**config.mk**
```make
export PLATFORM = sky130hd
export DESIGN_NAME = piso_dbuf_flat
export DESIGN_NICKNAME = d
export VERILOG_FILES = /design/src/rtl/piso_dbuf_if.sv /design/src/rtl/piso_dbuf.sv /design/src/flat_wrapper.sv
export SDC_FILE = /design/constraint.sdc
export NUM_CORES = 1
export LEC_CHECK = 0
export BUFFER_PORTS_ARGS = -buffer_cell sky130_fd_sc_hd__clkbuf_2
export CAP_MARGIN = 20
export CELL_PAD_IN_SITES_DETAIL_PLACEMENT = 1
export CELL_PAD_IN_SITES_GLOBAL_PLACEMENT = 2
export CORE_ASPECT_RATIO = 0.9
export CORE_MARGIN = 2
export CORE_UTILIZATION = 37
export CTS_CLUSTER_SIZE = 20
export DETAILED_ROUTE_END_ITERATION = 7
export PLACE_DENSITY = 0.92
export SETUP_SLACK_MARGIN = 0.3
export SYNTH_ARGS = -nofsm -noshare
export SYNTH_HDL_FRONTEND = slang
export SYNTH_SLANG_ARGS = --single-unit
```
**constraint.sdc**
```tcl
create_clock -name i_clk -period 3.23 [get_ports i_clk]
set_input_delay 0.646 -clock i_clk [delete_from_list [all_inputs] [get_ports i_clk]]
set_output_delay 0.646 -clock i_clk [all_outputs]
set_load 0.01 [all_outputs]
```
**src/rtl/piso_dbuf_if.sv**
```systemverilog
// Handshake bundle for piso_dbuf: wide word input side plus narrow chunk output side.
// The master modport is the environment (producer + consumer); the slave modport is the converter.
interface piso_dbuf_if #(
  parameter int OUT_WIDTH = 8,
  parameter int N_CHUNKS  = 4
) ();
  localparam int IN_WIDTH  = OUT_WIDTH * N_CHUNKS;
  localparam int LEN_WIDTH = $clog2(N_CHUNKS + 1);

  logic                 i_flush;
  logic [IN_WIDTH-1:0]  i_data;
  logic [LEN_WIDTH-1:0] i_len;
  logic                 i_msb_first;
  logic                 i_valid;
  logic                 o_ready;
  logic [OUT_WIDTH-1:0] o_data;
  logic                 o_valid;
  logic                 o_last;
  logic                 i_ready;
  logic                 o_idle;

  modport master (
    output i_flush, i_data, i_len, i_msb_first, i_valid, i_ready,
    input  o_ready, o_data, o_valid, o_last, o_idle
  );

  modport slave (
    input  i_flush, i_data, i_len, i_msb_first, i_valid, i_ready,
    output o_ready, o_data, o_valid, o_last, o_idle
  );
endinterface

```
**src/rtl/piso_dbuf.sv**
```systemverilog
// Double-buffered parallel-in/serial-out converter: an active shift entry feeds the output
// while a pending entry holds the next word, so back-to-back words stream without bubbles.
module piso_dbuf #(
  parameter int OUT_WIDTH = 8,
  parameter int N_CHUNKS  = 4
) (
  input logic        i_clk,
  input logic        i_rst,
  piso_dbuf_if.slave bus
);
  localparam int IN_WIDTH  = OUT_WIDTH * N_CHUNKS;
  localparam int LEN_WIDTH = $clog2(N_CHUNKS + 1);

  typedef logic [IN_WIDTH-1:0]  word_t;
  typedef logic [OUT_WIDTH-1:0] chunk_t;
  typedef logic [LEN_WIDTH-1:0] len_t;

  // The active shift register always carries the chunk on o_data at its head.
  function automatic chunk_t head(word_t w, logic msb);
    return msb ? w[IN_WIDTH-1 -: OUT_WIDTH] : w[OUT_WIDTH-1:0];
  endfunction

  function automatic word_t advance(word_t w, logic msb);
    return msb ? (w << OUT_WIDTH) : (w >> OUT_WIDTH);
  endfunction

  word_t  act_sr_q,    act_sr_d;
  len_t   act_cnt_q,   act_cnt_d;
  logic   act_msb_q,   act_msb_d;
  word_t  pend_data_q, pend_data_d;
  len_t   pend_len_q,  pend_len_d;
  logic   pend_msb_q,  pend_msb_d;
  logic   pend_full_q, pend_full_d;
  chunk_t o_data_q,    o_data_d;
  logic   o_valid_q,   o_valid_d;
  logic   o_last_q,    o_last_d;
  logic   o_ready_q,   o_ready_d;

  logic   hs, retire, accept;
  len_t   eff_len;

  assign eff_len = (bus.i_len == '0 || bus.i_len > len_t'(N_CHUNKS)) ? len_t'(N_CHUNKS)
                                                                      : bus.i_len;
  assign hs      = o_valid_q && bus.i_ready;
  assign retire  = hs && (act_cnt_q == len_t'(1));
  assign accept  = bus.i_valid && o_ready_q;

  always_comb begin
    // NOTE: every variable gets its hold value first so no path through this block infers a latch.
    act_sr_d    = act_sr_q;
    act_cnt_d   = act_cnt_q;
    act_msb_d   = act_msb_q;
    pend_data_d = pend_data_q;
    pend_len_d  = pend_len_q;
    pend_msb_d  = pend_msb_q;
    pend_full_d = pend_full_q;

    if (bus.i_flush) begin
      act_cnt_d   = '0;
      pend_full_d = 1'b0;
    end else begin
      if (retire) begin
        if (pend_full_q) begin
          act_sr_d    = pend_data_q;
          act_cnt_d   = pend_len_q;
          act_msb_d   = pend_msb_q;
          pend_full_d = 1'b0;
        end else begin
          act_cnt_d = '0;
        end
      end else if (hs) begin
        act_sr_d  = advance(act_sr_q, act_msb_q);
        act_cnt_d = act_cnt_q - len_t'(1);
      end

      // accept implies pending is empty, so a retiring active entry is free for bypass.
      if (accept) begin
        if (act_cnt_q == '0 || retire) begin
          act_sr_d  = bus.i_data;
          act_cnt_d = eff_len;
          act_msb_d = bus.i_msb_first;
        end else begin
          pend_data_d = bus.i_data;
          pend_len_d  = eff_len;
          pend_msb_d  = bus.i_msb_first;
          pend_full_d = 1'b1;
        end
      end
    end

    o_valid_d = (act_cnt_d != '0);
    o_last_d  = (act_cnt_d == len_t'(1));
    o_data_d  = o_valid_d ? head(act_sr_d, act_msb_d) : '0;
    o_ready_d = ~pend_full_d;
  end

  // NOTE: sequential state uses non-blocking assignments so every flop samples pre-edge values.
  always_ff @(posedge i_clk or posedge i_rst) begin
    if (i_rst) begin
      act_sr_q    <= '0;
      act_cnt_q   <= '0;
      act_msb_q   <= 1'b0;
      pend_data_q <= '0;
      pend_len_q  <= '0;
      pend_msb_q  <= 1'b0;
      pend_full_q <= 1'b0;
      o_data_q    <= '0;
      o_valid_q   <= 1'b0;
      o_last_q    <= 1'b0;
      o_ready_q   <= 1'b1;
    end else begin
      act_sr_q    <= act_sr_d;
      act_cnt_q   <= act_cnt_d;
      act_msb_q   <= act_msb_d;
      pend_data_q <= pend_data_d;
      pend_len_q  <= pend_len_d;
      pend_msb_q  <= pend_msb_d;
      pend_full_q <= pend_full_d;
      o_data_q    <= o_data_d;
      o_valid_q   <= o_valid_d;
      o_last_q    <= o_last_d;
      o_ready_q   <= o_ready_d;
    end
  end

  assign bus.o_data  = o_data_q;
  assign bus.o_valid = o_valid_q;
  assign bus.o_last  = o_last_q;
  assign bus.o_ready = o_ready_q;
  assign bus.o_idle  = (act_cnt_q == '0) && !pend_full_q;
endmodule

```
**src/flat_wrapper.sv**
```systemverilog
// flat-port wrapper written by rule: the top's interface ports become plain ports
module piso_dbuf_flat 
#(
  parameter int OUT_WIDTH = 8,
  parameter int N_CHUNKS  = 4
)
  (i_clk, i_rst, bus_i_flush, bus_i_data, bus_i_len, bus_i_msb_first, bus_i_valid, bus_i_ready, bus_o_ready, bus_o_data, bus_o_valid, bus_o_last, bus_o_idle);
  piso_dbuf_if #(.OUT_WIDTH(OUT_WIDTH), .N_CHUNKS(N_CHUNKS)) bus_i ();
  input logic i_clk;
  input logic i_rst;
  input wire logic [$bits(bus_i.i_flush)-1:0] bus_i_flush;
  input wire logic [$bits(bus_i.i_data)-1:0] bus_i_data;
  input wire logic [$bits(bus_i.i_len)-1:0] bus_i_len;
  input wire logic [$bits(bus_i.i_msb_first)-1:0] bus_i_msb_first;
  input wire logic [$bits(bus_i.i_valid)-1:0] bus_i_valid;
  input wire logic [$bits(bus_i.i_ready)-1:0] bus_i_ready;
  output wire logic [$bits(bus_i.o_ready)-1:0] bus_o_ready;
  output wire logic [$bits(bus_i.o_data)-1:0] bus_o_data;
  output wire logic [$bits(bus_i.o_valid)-1:0] bus_o_valid;
  output wire logic [$bits(bus_i.o_last)-1:0] bus_o_last;
  output wire logic [$bits(bus_i.o_idle)-1:0] bus_o_idle;
  assign bus_i.i_flush = bus_i_flush;
  assign bus_i.i_data = bus_i_data;
  assign bus_i.i_len = bus_i_len;
  assign bus_i.i_msb_first = bus_i_msb_first;
  assign bus_i.i_valid = bus_i_valid;
  assign bus_i.i_ready = bus_i_ready;
  assign bus_o_ready = bus_i.o_ready;
  assign bus_o_data = bus_i.o_data;
  assign bus_o_valid = bus_i.o_valid;
  assign bus_o_last = bus_i.o_last;
  assign bus_o_idle = bus_i.o_idle;
  piso_dbuf #(.OUT_WIDTH(OUT_WIDTH), .N_CHUNKS(N_CHUNKS)) u_core (.i_clk(i_clk), .i_rst(i_rst), .bus(bus_i));
endmodule
```
* Word-level counts from Yosys, hierarchy flattened
Index checks and enable logic that the tools add are counted.
** Operators by class
- Add/subtract/negate cells :: 1
- Bitwise logic cells :: 3
- Magnitude comparators :: 1
- Muxes and demuxes :: 25
- Reductions and logical operators :: 11
- Eq/ne operators :: 2
** Operator list (number)
- $mux W32 :: 7
- $mux W3 :: 7
- $mux W8 :: 2
- $mux W1 :: 9
- $eq A3 B1 Y1 const B :: 2
- $logic_not A3 Y1 :: 2
- $logic_and A1 B1 Y1 :: 4
- $gt A3 B3 Y1 const B :: 1
- $not A1 Y1 :: 3
- $reduce_and A3 Y1 :: 1
- $reduce_bool A3 Y1 :: 1
- $sub A3 B1 Y3 const B :: 1
- $logic_or A1 B1 Y1 :: 2
- $logic_not A1 Y1 :: 1
** Word-level totals
- Input bits :: 41
- Logic and storage cells :: 55
- Flip-flop bits (word level) :: 84
- Output and inout bits :: 12

* Longest topological paths before layout
Gate-level depths: netlist (run 1).
- Depth after elaboration :: 8
- Depth in mapped cells :: 11
- Depth with buffers taken out :: 7

* Worst setup path before layout (run 1)
Ideal clock, no wire load.
- Path kind :: flip-flop to flip-flop
- Start point :: register u_core.act_cnt_q[0]
- End point :: register u_core.o_data_q[0], in the netlist u_core.bus.o_data[0]
- Stages on the path, launching flop included :: 10
- Period minus slack after synthesis :: 2023 ps
- Data arrival time :: 1905 ps
- Setup time :: 118 ps
- Setup slack :: 1207 ps
- Path buffers :: 3
- Required time :: 3112 ps
- Cell sequence :: dfrtp_1 > ha_1 > buf_6 > and3b_1 > buf_6 > a31o_1 > o221ai_4 > buf_6 > nor3_1 > o2bb2a_4
** Between the ends
- Longest elaborated chain between the ends :: 8
- Elaborated cells between the ends (all ways) :: 21
- Classes of those cells :: add/sub (1); eq/ne (1); mux (15); reduce/logical (4)
** Ends and longest elaborated chain
- from (decl) :: line piso_dbuf.sv:28 : len_t act_cnt_q, act_cnt_d;
- from (signal assigned) :: line piso_dbuf.sv:113 : act_cnt_q <= act_cnt_d;
- $eq A3 B1 Y1 :: line piso_dbuf.sv:45 : assign retire = hs && (act_cnt_q == len_t'(1));
- $logic_and A1 B1 Y1 :: line piso_dbuf.sv:45
- $mux W1 / $logic_or A1 B1 Y1 (equally long branches) :: line piso_dbuf.sv:62, piso_dbuf.sv:78
- $mux W1 :: line piso_dbuf.sv:78 : if (act_cnt_q == '0 || retire) begin
- $mux W1 * :: line piso_dbuf.sv:77 : if (accept) begin
- $mux W1 * :: line piso_dbuf.sv:58 : if (bus.i_flush) begin
- net u_core.act_msb_d :: line piso_dbuf.sv:29 : logic act_msb_q, act_msb_d;
- $mux W8 * :: line piso_dbuf.sv:20 : return msb ? w[IN_WIDTH-1 -: OUT_WIDTH] : w[OUT_WIDTH-1:0];
- $mux W8 * :: line piso_dbuf.sv:93 : o_data_d = o_valid_d ? head(act_sr_d, act_msb_d) : '0;
- net u_core.o_data_d[0] :: line piso_dbuf.sv:34 : chunk_t o_data_q, o_data_d;
- to (signal assigned) :: line piso_dbuf.sv:119 : o_data_q <= o_data_d;
- to (decl) :: line piso_dbuf.sv:34
The timed path passes the listed nets; every way through them passes the cells marked *.
A chain may end at the register's enable or synchronous reset.

* Worst setup path after layout (run 1)
- Start point :: register u_core.act_cnt_q[1]
- End point :: register u_core.o_data_q[1], in the netlist u_core.bus.o_data[1]
** Between the ends
- Longest elaborated chain between the ends :: 8
- Elaborated cells between the ends (all ways) :: 21
- Classes of those cells :: add/sub (1); eq/ne (1); mux (15); reduce/logical (4)
** Ends and longest elaborated chain
- $sub A3 B1 Y3 / $eq A3 B1 Y1 (equally long branches) :: line piso_dbuf.sv:73, piso_dbuf.sv:45
- $mux W3 / $logic_and A1 B1 Y1 (equally long branches) :: line piso_dbuf.sv:71, piso_dbuf.sv:45
- $mux W3, or another cell as far along :: line piso_dbuf.sv:62 : if (retire) begin
- $mux W3, or another cell as far along :: line piso_dbuf.sv:78
- $mux W3, or another cell as far along :: line piso_dbuf.sv:77
- $mux W3, or another cell as far along :: line piso_dbuf.sv:58
- $reduce_bool A3 Y1 / $mux W8 (equally long branches) :: line piso_dbuf.sv:91, piso_dbuf.sv:20
- $mux W8 * :: line piso_dbuf.sv:93
- net u_core.o_data_d[1] :: line piso_dbuf.sv:34
Marked as above.

==> flow_metrics.py, run 1 <==
metrics = {
    "die": {
        "io_pins": 53,
        "die_h_um": 110,
        "die_w_um": 122,
        "core.rowCount": 38,
        "start_util_pct": 38.2,
        "core_um2": 12200,
        "die_area_um2": 13500,
    },
    "setup_path": {
        "cp_max_fo": 12,
        "arrival_ns": 2.84,
        "r2r_start": "u_core.act_cnt_q[1]",
        "critical-path-max-stage-delay_ns": 0.48,
        "critPathSlowestCell": "or3_4",
        "cp-end-kind": "flip-flop",
        "rr_worst_depth": 8,
        "path_class": "flip-flop to flip-flop",
        "crit_family": "simple AND/OR/NAND/NOR gates",
        "critPathBufInv": 2,
        "r2r_slack_ns": 0.65,
        "cp_cell_sequence": "inv_1 -> ha_1 -> a31oi_1 -> or3_4 -> nor3b_1 -> o21ai_1 -> buf_4 -> a22oi_1",
        "cp.required_ns": 3.49,
        "worst_r2r_endpoint": "u_core.bus.o_data[1]",
        "start_kind": "flip-flop",
    },
    "detailed_routing": {
        "wire_per_inst_um": 20.9,
        "finalWirelength_um": 14800,
        "post-route-drc-count": 0,
        "via_per_inst": 5.72,
        "ant_nets": 0,
        "vias": 4059,
        "drtIter0Drc": 328,
        "drt_first_pass_iters": 4,
    },
    "logic_synthesis": {
        "avgSynthCellArea_um2": 9.25,
        "async_flop_share_pct": 100,
        "synthTopCellsByCount": "110 x nand2_1, 83 x dfrtp_1, 39 x o21ai_0",
        "synth_area_um2": 4650,
        "yosysWarnings": 0,
        "ys_seq_area_share_pct": 45.3,
        "synth_most_common_cell": "nand2_1",
        "synth_edf_count": 0,
        "netlist_top_cells_area": "dfrtp_1 45%, nand2_1 8.9%, mux2i_1 5.2%",
        "yosys.cell_types.count": 51,
        "synthCells": 502,
        "netlist.area_leader.share_pct": 44.7,
        "synth-main-ff-cell": "dfrtp_1",
        "syn_nets": 547,
        "yosys_register_bits": 84,
        "synth.largest_area_cell": "dfrtp_1",
    },
    "clock_network": {
        "clock_latency_ns": 0.36,
        "clk_pin_slew_worst_paths_ns": 0.07,
        "cts_buffer_depth": 2,
        "cts-root-buf": "clkbuf_16",
        "cts_tree": "yes",
        "postCtsHoldBufs": 0,
        "clkSinkCount": 84,
        "cts_buffers": 9,
        "h-tree-depth": 3,
    },
    "sta": {
        "setup_slack_ns": 0.645,
        "worst_pin_slew_ns": 0.743,
        "setup_viol": 0,
        "slew_viol_final": 0,
        "period_share_pct": 80.0,
        "rsz0062_at_grt": "no",
        "tns_ns": 0,
        "finalHoldViolCount": 0,
        "min_period_ns": 2.58,
        "fmax_mhz": 387,
        "relSlewSlack_pct": 50.4,
        "fin_worst_skew_ns": 0.0112,
    },
    "final_layout": {
        "regArea_um2": 2100,
        "design_area_um2": 5370,
        "syn2layout_area_growth_pct": 15.5,
        "n_antenna_cell": 0,
        "multi_input_comb_area_um2": 2270,
        "fin_nets": 589,
        "fillers": 1450,
        "drive_above_1_share_pct": 19.9,
    },
    "pwr": {
        "powerDensity_nw_per_um2": 985,
        "ir_worst_vdd_v": 0.000402,
        "power.leakage_nw": 2.47,
    },
    "job": {
        "max_cap_viol_count": 0,
    },
    "global_route": {
        "grt_pass1_vias": 4351,
        "grtUsageTotal_pct": 23.9,
        "antenna_found_initial": 0,
        "grt_first_pass_wirelength_um": 24400,
        "grt_max_degree": 53,
        "overflow": 0,
    },
    "place": {
        "port_buffers": 52,
        "gp_congestion": 0.874,
        "dpl-instance-area_um2": 5030,
        "pre_cts_ws_ns": 0.444,
        "dp_hpwl_um": 10300,
    },
    "hold_path": {
        "min-delay-path-class": "input pin to async pin",
    },
    "status": {
        "status": "complete, no violations",
    },
}
==> cell families after synthesis <==
kind of cell	count (synthesis)	synth area share (%)
compound gates	140	23.5
fa+ha+maj	4	1.08
buf+inv	58	6.06
flops	84	45.3
mux	25	5.41
simple gates	191	18.7
==> sequential cells by signal (all words and copies together) (netlist names) <==
signal              flops
u_core.act_cnt_q        3
u_core.act_msb_q        1
u_core.act_sr_q        32
u_core.bus.o_data       8
u_core.bus.o_last       1
u_core.bus.o_ready      1
u_core.bus.o_valid      1
u_core.pend_data_q     32
u_core.pend_full_q      1
u_core.pend_len_q       3
u_core.pend_msb_q       1
==> how the worst max path moves through the flow <==
stage,start,to,cells after the start
5_1_grt,u_core.act_cnt_q[1],u_core.bus.o_data[1],8
4_1_cts,u_core.act_cnt_q[1],u_core.bus.o_data[1],7
2_1_floorplan,i_rst,u_core.act_cnt_q[0],1
3_5_place_dp,u_core.act_cnt_q[1],u_core.bus.o_data[1],7
6_report,u_core.act_cnt_q[1],u_core.bus.o_data[1],8
3_3_place_gp,bus_i_valid,u_core.bus.o_data[3],6
==> routing by layer <==
layer,up-vias,GRT usage [%],routed length (µm)
met4,0,5.01,133
met5,-,0,0
met2,91,37.6,6770
met3,12,5.50,662
met1,2070,33.9,7230
li1,1886,-,-
==> cell usage in the layout, fill, tap and decap left out, drive strengths merged, types with 2 or more instances in the layout <==
master	instances
and2	2
a22oi	6
buf	19
a21oi	11
a31oi	2
or2	7
mux2i	24
nand4b	3
nand2	111
nor2	33
nand2b	3
a311oi	2
inv	18
nor2b	2
dfrtp	83
nand3	3
clkbuf	62
a221o	16
o2bb2ai	16
ha	4
o2bb2a	2
o2111ai	6
a311o	7
or3	7
o21ai	47
o22ai	2
o32ai	9
a31o	2
nor3b	3
clkinv	4
and3	8
o211ai	2
o211a	7
nor3	4
==> per-stage QoR <==
step                      instances  power [W]  hold WS, ns  util [%]
final                           709    0.00529        0.339      44.1
after global routing            709    0.00568        0.380      44.1
after CTS                       706    0.00528        0.358      43.9
after detailed placement        690    0.00415        0.467      41.3
after global placement          690    0.00402        0.461      41.3
after floorplan                 502    0.00346        0.445         -
==> layout make-up <==
type | count | area share, %
well taps | 160 | 3.73
clock inverters | 6 | 1.35
flip-flops and latches | 84 | 39.2
repair buffers | 71 | 7.74
inverters | 18 | 1.28
clock buffers | 10 | 4.45
multi-input cells | 360 | 42.2
==> repair_timing <==
action / 4_1_cts / 5_1_grt
gates resized for setup: 0 / 2
setup buffers: 0 / 3
endpoints found under the setup margin: 0 / 9
==> report_power, final <==
| group | leakage [nW] | switching (W) | internal, W |
|---|---|---|---|
| registers | 1.03 | 0.000440 | 0.00153 |
| clock network | 0.149 | 0.000471 | 0.000627 |
| logic | 1.29 | 0.00126 | 0.000957 |
| total | 2.47 | 0.00217 | 0.00311 |
Note: power is estimated with default switching activity, not from simulation.
==> run 2, diff against run 1 <==
Clock period 3.23 ns to 2.6 ns, I/O delays scaled along.
==> run 2 against run 1 <==
Effect of this change:
- routed wire length rose by 4.5%
- sequential share of layout area fell by 1.5 points
- critical endpoint is now u_core.bus.o_data[0]
- worst setup slack got worse by 0.28 ns
- fmax rose by 16%
- design area rose by 4.1%
- power rose by 31%
- first-iteration DRC count fell by 8.8%
==> flow_metrics.py, run 2 (same netlist as run 1, synthesis figures left out) <==
metrics = {
    "status": {
        "status": "complete, no violations",
    },
    "clock_network": {
        "clkSinkCount": 84,
        "h-tree-depth": 3,
        "postCtsHoldBufs": 0,
        "clk_pin_slew_worst_paths_ns": 0.07,
        "cts_tree": "yes",
        "cts-root-buf": "clkbuf_16",
        "clock_latency_ns": 0.36,
        "cts_buffers": 9,
        "cts_buffer_depth": 2,
    },
    "pwr": {
        "p_int_w": 0.00416,
        "power_w": 0.00695,
        "power.leakage_nw": 2.57,
        "comb_power_share_pct": 42.8,
        "clkPwrFrac_pct": 21.7,
        "p_sw_share_pct": 40.1,
        "ir_worst_vdd_v": 0.000416,
        "powerDensity_nw_per_um2": 1240,
        "seq_power_share_pct": 35.5,
        "switching_power_w": 0.00279,
    },
    "setup_path": {
        "arrival_ns": 2.48,
        "cp_max_fo": 8,
        "critical-path-max-stage-delay_ns": 0.44,
        "crit_top_cell": "buf_4",
        "cp.required_ns": 2.85,
        "path_class": "flip-flop to flip-flop",
        "critPathBufInv": 3,
        "critPathSlowestCell": "dfrtp_1",
        "start_kind": "flip-flop",
        "cp-end-kind": "flip-flop",
        "crit_family": "compound AO/OA/AOI/OAI gates",
        "cp_cell_sequence": "inv_1 -> ha_2 -> nor2_2 -> o311ai_4 -> buf_4 -> o221ai_4 -> buf_4 -> nor3b_2 -> o2bb2a_4",
    },
    "final_layout": {
        "n_antenna_cell": 0,
        "syn2layout_area_growth_pct": 20.2,
        "fillers": 1433,
        "layout_common_cells": "110 x nand2_1, 82 x dfrtp_1, 52 x clkbuf_2",
        "fin_nets": 604,
        "drive_above_1_share_pct": 23.6,
        "multi_input_comb_area_um2": 2330,
        "layout_commonest_cell": "nand2_1",
        "post-route-util_pct": 45.9,
        "regArea_um2": 2100,
        "design_area_um2": 5590,
    },
    "sta": {
        "fin_worst_skew_ns": 0.00937,
        "rsz0062_at_grt": "no",
        "worst_pin_slew_ns": 0.780,
        "finalHoldViolCount": 0,
        "tns_ns": 0,
        "whs_ns": 0.287,
        "slew_viol_final": 0,
        "min_period_ns": 2.24,
        "fmax_mhz": 447,
        "relSlewSlack_pct": 47.9,
        "setup_viol": 0,
        "period_share_pct": 86.0,
    },
    "job": {
        "max_cap_viol_count": 0,
    },
    "place": {
        "dp_hpwl_um": 10700,
        "port_buffers": 52,
        "dpl-instance-area_um2": 5100,
        "gp_congestion": 0.913,
    },
    "die": {
        "die_w_um": 122,
        "core_um2": 12200,
        "start_util_pct": 38.2,
        "io_pins": 53,
        "die_area_um2": 13500,
        "core.rowCount": 38,
        "die_h_um": 110,
    },
    "global_route": {
        "grt_pass1_vias": 4183,
        "antenna_found_initial": 0,
        "grtUsageTotal_pct": 23.5,
        "overflow": 0,
        "grt_first_pass_wirelength_um": 23700,
        "grt_max_degree": 38,
    },
    "detailed_routing": {
        "vias": 4203,
        "via_per_inst": 5.81,
        "post-route-drc-count": 0,
        "ant_nets": 0,
        "drtIter0Drc": 299,
        "drt_first_pass_iters": 4,
        "finalWirelength_um": 15500,
        "wire_per_inst_um": 21.3,
    },
    "hold_path": {
        "min-delay-path-class": "input pin to async pin",
    },
}
==> run 2: cell count changes in the layout (fill, tap and decap cells not counted), sizes merged <==
cell,delta
buf,+14
o221ai,+1
inv,-1
bufinv,+2
clkbuf,+1
clkinv,-2
==> run 2: area by class of cell <==
type	instances	area share, %
clock buffer	11	4.35
clock inverter	5	1.79
inverter	18	1.28
multi-input combinational	361	41.8
sequential	84	37.7
tap	160	3.58
timing repair buffer	85	9.54
==> run 2: timing repair <==
action,CTS,global route
pin swaps,1,3
gates cloned,0,1
endpoints found under the setup margin,9,8
gates resized for setup,2,12
buffers inserted,3,4
==> run 2: path summary, 6_finish.rpt <==
kind	startpoint	to	slack (ns)	cells after the start
min in group i_clk	bus_i_data[23]	u_core.pend_data_q[23]	0.38	3
min reg2reg	u_core.pend_data_q[16]	u_core.pend_data_q[16]	0.48	2
max	u_core.act_cnt_q[0]	u_core.bus.o_data[0]	0.36	9
min	i_rst	u_core.act_sr_q[30]	0.29	2
max reg2reg	u_core.act_cnt_q[0]	u_core.bus.o_data[0]	0.36	9
max in group asynchronous	i_rst	u_core.bus.o_ready	1.57	3
==> run 2: metrics by stage <==
stage / setup WS (ns) / cells
floorplan: 0.577 / 502
global placement: 0.137 / 700
detailed placement: 0.0676 / 700
CTS: 0.322 / 719
global route: 0.291 / 724
finish: 0.365 / 724
==> run 2: power by group through the flow <==
stage                     Combinational [W]  Sequential (W)  Clock (W)
after floorplan                     0.00209         0.00222          0
after global placement              0.00265         0.00241          0
after detailed placement            0.00279         0.00245          0
after CTS                           0.00284         0.00243    0.00154
after global routing                0.00327         0.00252    0.00160
final                               0.00297         0.00247    0.00151
==> run 2: metal layers <==
metal / track usage [%] / up-vias / routed length, µm
li1: - / 1917 / -
met1: 33.7 / 2147 / 7360
met2: 36.2 / 117 / 7000
met3: 4.78 / 22 / 805
met4: 6.40 / 0 / 288
met5: 0 / - / 0
